**src/rtl/pump_scheduler.sv**
```systemverilog
// pump_scheduler -- two-pump tank level scheduler.
//
// Reads the lower (inputI) and upper (inputS) level sensors and decides which
// of the two pumps runs. The lead pump rotates on every completed fill. The
// second pump is brought in on low level or when a single-pump fill runs too
// long. Every fill configuration is held for a minimum time. An inconsistent
// sensor pair (upper wet, lower dry) latches an alarm until the sensors have
// read consistent for three samples in a row.
//
// Ports:
//   clk       system clock, rising edge
//   reset     asynchronous reset, active low
//   inputI    lower sensor, 1 = water above lower mark (asynchronous)
//   inputS    upper sensor, 1 = water above upper mark (asynchronous)
//   outputB0  pump 0 enable
//   outputB1  pump 1 enable
//   alarm     sensor fault indication
//   lead      current lead pump (0 = B0, 1 = B1)
module pump_scheduler #(
   parameter int MIN_ON  = 4,
   parameter int MAX_ONE = 20,
   parameter int CNT_W   = 8
) (
   input  logic clk,
   input  logic reset,
   input  logic inputI,
   input  logic inputS,
   output logic outputB0,
   output logic outputB1,
   output logic alarm,
   output logic lead
);

   typedef enum logic [1:0] {IDLE, FILL_ONE, FILL_BOTH, ERROR} state_t;

   localparam logic [CNT_W-1:0] MIN_ON_C  = CNT_W'(MIN_ON);
   localparam logic [CNT_W-1:0] MAX_ONE_C = CNT_W'(MAX_ONE);
   localparam logic [CNT_W-1:0] CNT_MAX   = '1;

   // Synchronizers reset to "full" so the pumps stay off until real samples
   // have propagated through both stages.
   logic i_s1, i_s2, s_s1, s_s2;

   always_ff @(posedge clk or negedge reset) begin
      if (!reset) begin
         i_s1 <= 1'b1;
         i_s2 <= 1'b1;
         s_s1 <= 1'b1;
         s_s2 <= 1'b1;
      end else begin
         i_s1 <= inputI;
         i_s2 <= i_s1;
         s_s1 <= inputS;
         s_s2 <= s_s1;
      end
   end

   state_t           state, state_nxt;
   logic             lead_q, lead_nxt;
   logic             assist, assist_nxt;   // 1 = FILL_BOTH entered on timeout
   logic [CNT_W-1:0] cnt;
   logic [1:0]       cons, cons_nxt;        // consecutive clean samples in ERROR

   logic fault, dwell_ok;
   assign fault    = s_s2 & ~i_s2;
   assign dwell_ok = (cnt >= MIN_ON_C);

   always_ff @(posedge clk or negedge reset) begin
      if (!reset) begin
         state  <= IDLE;
         lead_q <= 1'b0;
         assist <= 1'b0;
         cons   <= 2'd0;
         cnt    <= '0;
      end else begin
         state  <= state_nxt;
         lead_q <= lead_nxt;
         assist <= assist_nxt;
         cons   <= cons_nxt;
         if (state_nxt != state) cnt <= '0;
         else if (cnt != CNT_MAX) cnt <= cnt + 1'b1;
      end
   end

   // Branch order inside each state encodes the priority
   // fault > low-level escalation > full exit > assist timeout > de-escalation.
   always_comb begin
      state_nxt  = state;
      lead_nxt   = lead_q;
      assist_nxt = assist;
      cons_nxt   = 2'd0;
      if (fault) begin
         state_nxt = ERROR;
      end else begin
         unique case (state)
            IDLE: begin
               if (!i_s2) begin
                  state_nxt  = FILL_BOTH;
                  assist_nxt = 1'b0;
               end else if (!s_s2) begin
                  state_nxt = FILL_ONE;
               end
            end
            FILL_ONE: begin
               if (!i_s2) begin
                  state_nxt  = FILL_BOTH;
                  assist_nxt = 1'b0;
               end else if (s_s2 && dwell_ok) begin
                  state_nxt = IDLE;
                  lead_nxt  = ~lead_q;
               end else if (!s_s2 && cnt >= MAX_ONE_C) begin
                  state_nxt  = FILL_BOTH;
                  assist_nxt = 1'b1;
               end
            end
            FILL_BOTH: begin
               if (s_s2 && dwell_ok) begin
                  state_nxt = IDLE;
                  lead_nxt  = ~lead_q;
               end else if (i_s2 && dwell_ok && !assist) begin
                  state_nxt = FILL_ONE;
               end
            end
            ERROR: begin
               // This clean sample is the third in a row: leave now.
               if (cons == 2'd2) state_nxt = IDLE;
               else              cons_nxt  = cons + 2'd1;
            end
            default: state_nxt = IDLE;
         endcase
      end
   end

   // Moore decode of registered state only.
   always_comb begin
      outputB0 = 1'b0;
      outputB1 = 1'b0;
      alarm    = 1'b0;
      unique case (state)
         FILL_ONE: begin
            outputB0 = ~lead_q;
            outputB1 = lead_q;
         end
         FILL_BOTH: begin
            outputB0 = 1'b1;
            outputB1 = 1'b1;
         end
         ERROR:   alarm = 1'b1;
         default: ;
      endcase
   end

   assign lead = lead_q;

endmodule

```
**config.mk**
```make
export PLATFORM = sky130hd
export DESIGN_NAME = pump_scheduler
export DESIGN_NICKNAME = d
export VERILOG_FILES = /design/src/rtl/pump_scheduler.sv
export SDC_FILE = /design/constraint.sdc
export NUM_CORES = 1
export LEC_CHECK = 0
export BUFFER_PORTS_ARGS = -buffer_cell sky130_fd_sc_hd__buf_4
export CAP_MARGIN = 5
export CORE_MARGIN = 5
export CORE_UTILIZATION = 40
export CTS_BUF_LIST = sky130_fd_sc_hd__clkbuf_2
export DETAILED_ROUTE_END_ITERATION = 12
export SYNTH_ARGS = -nofsm -noshare
export SYNTH_HDL_FRONTEND = slang
export SYNTH_SLANG_ARGS = --single-unit
```
**constraint.sdc**
```tcl
create_clock -name clk -period 2.3 [get_ports clk]
set_clock_uncertainty 0.1 [all_clocks]
set_input_delay 0.46 -clock clk [delete_from_list [all_inputs] [get_ports clk]]
set_output_delay 0.46 -clock clk [all_outputs]
set_load 0.02 [all_outputs]
```
==> summary.md <==
| Metric | Value |
|---|---|
| Outcome | finished, final reports clean |
| Synth warnings | 0 |
| RSZ-0062 raised after global routing | yes |
| Final RePlAce weighted congestion | 0.872 |
| Die height | 63.6 um |
| Mapped cell area | 1150 um2 |
| FF-to-FF setup slack | 0.12 ns |
| Hold/Removal Path Class | in2reg |
| Layout area overhead | 15.9% |
| Async set-reset flop share out of synthesis | 100% |
| CTS root buf | clkbuf_2 |
| R2r endpoint | cnt[5]$_DFFE_PN0P_ |
| Crit path launch type | register |
| DRT iter0 DRCs | 76 |
| Sequential area share after synthesis | 39.7% |
| CTS tree | built |
| Largest net degree at the start of global routing | 19 |
| Syn Area/Cell | 9.56 um2 |
| Fill cells | 260 |
| Worst slew margin | 71.2% |
| Yosys cell types | 44 |
| Diodes inserted | 0 |
| Cell count after synthesis | 120 |
| Worst slew pin tran | 0.431 ns |
| Ranking of synthesized cells by area | dfrtp_1 (31%), dfstp_2 (9.2%), ha_1 (6.5%) |
| Combinational share of power | 57.2% |
| Global-route wire length before repair | 4.54 mm |
| Max Fclk | 456 MHz |
| Total CTS buffers | 3 |
| Port Buf Inserts | 7 |
| CTS sink count | 18 |
| GRT Overall Usage | 13.9% |
| CP Launch Point | state[0]$_DFF_PN0_ |
| CP Max Fanout | 6 |
| Post-route clock period utilization | 95.4% |
| Leading area contributor after synthesis | dfrtp_1 |
| Overflow after GRT | 0 |
| Power consumption | 1.40 mW |
| R2r startpoint | cnt[3]$_DFFE_PN0P_ |
| Most frequent cell after synthesis | dfrtp_1 |
| Switching share of power | 44.6% |
| Leakage Power | 0.554 nW |
| Worst skew pair latency | 0.34 ns |
| Initial antenna violation count | 0 |
| Syn nets | 130 |
| Part of the power in registers | 31.8% |
| Synth cell count leaders | dfrtp_1 (14), nand2_1 (10), nor2_1 (8), nor4_1 (8), o21ai_0 (8) |
| Row cnt | 19 |
| Crit path depth | 5 |
| Initial core utilization | 41.6% |
| Clock share of power | 11.0% |
| Post-DP HPWL | 1.86 mm |
| Via count | 996 |
| Final wirelength | 2.61 mm |
| CP max-delay cell | dfrtp_1 |
| Worst-path clk slew | 0.21 ns |
| VDD IR max | 0.685 mV |
| Max Cap Viol | 0 |
| Die X | 63.6 um |
| R2R cell count | 6 |
| Cell Chain, Critical Path | inv_1 > ha_1 > a21oi_1 > nor2b_1 > buf_4 |
| Final Setup Violations | 0 |
| H-tree depth | 1 |
| Io pins | 8 |
| Synth top area share | 30.5% |
| Slew Viols, Final | 0 |
| Crit-path max cell delay | 0.45 ns |
| Worst path top cell family by delay | flip-flops |
| Worst Path Buf+Inv | 2 |
| Hold Vio Cnt, Final | 0 |
| Main synth FF type | dfrtp_1 |
| Pwr dens | 1050 nW/um2 |
| Critical Path Sink Type | output pin |
| Core area | 2760 um2 |
| DR pass1 iterations | 4 |
| Setup CP Type | reg2out |
| Final core occ | 48.2% |
| ANT nets after route | 0 |
| Post-route minimum period | 2.19 ns |
| Vias in the first global route | 967 |
| Internal | 0.777 mW |
| CTS max path bufs | 2 |
| Die area | 4040 um2 |
| DRC | 0 |
| Final Net Count | 147 |
| WP data arrival | 1.63 ns |
| Number of synthesized flops with an enable pin | 0 |
| Layout cells sized above 1 | 30.1% |
| Total net switching power | 0.624 mW |
| FF+latch count, synth | 18 |
| Avg WL per Cell | 15.6 um |
| CP endpoint | outputB1 |
| Req. time, crit path | 1.74 ns |
| Via density | 5.96 |
final cells by class:
type                            instances  area [um2]  share of cell area (%)
Multi-Input combinational cell         93         679                    51.1
Clock buffer                            3        15.0                    1.13
Inverter                                7        26.3                    1.98
Sequential cell                        18         459                    34.5
Tap cell                               31        38.8                    2.92
Timing Repair Buffer                   14         108                    8.09
Clock inverter                          1        3.75                   0.282
what timing repair did:
action / in CTS / in global routing
hold buffers: 1 / 0
hold endpoints to repair: 14 / 0
resized for setup: 1 / 9
endpoints found under the setup margin: 1 / 10
buffers inserted: 0 / 2
power groups by stage:
stage               Sequential [mW]  Combinational (mW)  Clock [mW]
CTS                           0.444               0.749       0.155
floorplan                     0.443               0.512           0
global route                  0.456               0.873       0.167
detailed placement            0.449               0.741           0
finish                        0.446               0.800       0.154
global placement              0.443               0.734           0
sequential cells by signal, summed over array words and instances, names as in the netlist:
signal / count
assist: 1
state: 2
i_s2: 1
cons: 2
i_s1: 1
lead: 1
s_s1: 1
cnt: 8
s_s2: 1
cells in the final DEF (no fill, tap or decap), drive strengths merged, types with 3 or more instances in the layout:
| cell type | n |
|---|---|
| xnor2 | 3 |
| nor3 | 3 |
| ha | 6 |
| nor4 | 8 |
| clkbuf | 3 |
| dfrtp | 14 |
| nor2b | 4 |
| buf | 13 |
| inv | 7 |
| o21ai | 8 |
| nor2 | 8 |
| a21oi | 4 |
| nand2 | 10 |
| dfstp | 4 |
| or3 | 5 |
worst min-delay path by stage:
stage               startpoint                  to  slack, ns  depth (start not counted)
global placement         reset  cnt[1]$_DFFE_PN0P_       0.24                          1
global route            inputS      s_s1$_DFF_PN1_       0.09                          1
detailed placement       reset  cnt[1]$_DFFE_PN0P_       0.25                          1
finish                  inputI      i_s1$_DFF_PN1_       0.12                          1
floorplan                reset  assist$_DFFE_PN0P_       0.06                          0
CTS                     inputI      i_s1$_DFF_PN1_       0.12                          1
stage by stage:
step / area, um2 / worst slack, ns / hold slack [ns] / instances / setup TNS, ns
after global routing: 1330 / -0.0136 / 0.0919 / 167 / -0.0372
after detailed placement: 1250 / 0.117 / 0.245 / 160 / 0
final: 1330 / 0.106 / 0.117 / 167 / 0
after floorplan: 1150 / 0.159 / 0.0644 / 120 / 0
after CTS: 1280 / 0.0301 / 0.117 / 165 / 0
after global placement: 1250 / 0.167 / 0.243 / 160 / 0
metal layers:
metal / routed length, um / vias up / global-route usage (%)
met5: 0 / - / 0
li1: - / 482 / -
met3: 103 / 4 / 4.26
met4: 34 / 0 / 3.90
met1: 1230 / 484 / 18.7
met2: 1240 / 26 / 21.3
logic make-up (layout without fill, tap and decap cells):
| kind of cell | after synthesis | count (layout) | synth area share [%] |
|---|---|---|---|
| compound gates | 29 | 29 | 19.2 |
| fa+ha+maj | 6 | 6 | 6.54 |
| flops | 18 | 18 | 39.7 |
| xor+xnor | 4 | 4 | 3.05 |
| buf+inv | 9 | 25 | 3.82 |
| mux | 2 | 2 | 1.74 |
| simple gates | 52 | 52 | 26.0 |
No activity file was read; power rests on OpenSTA's default activity.
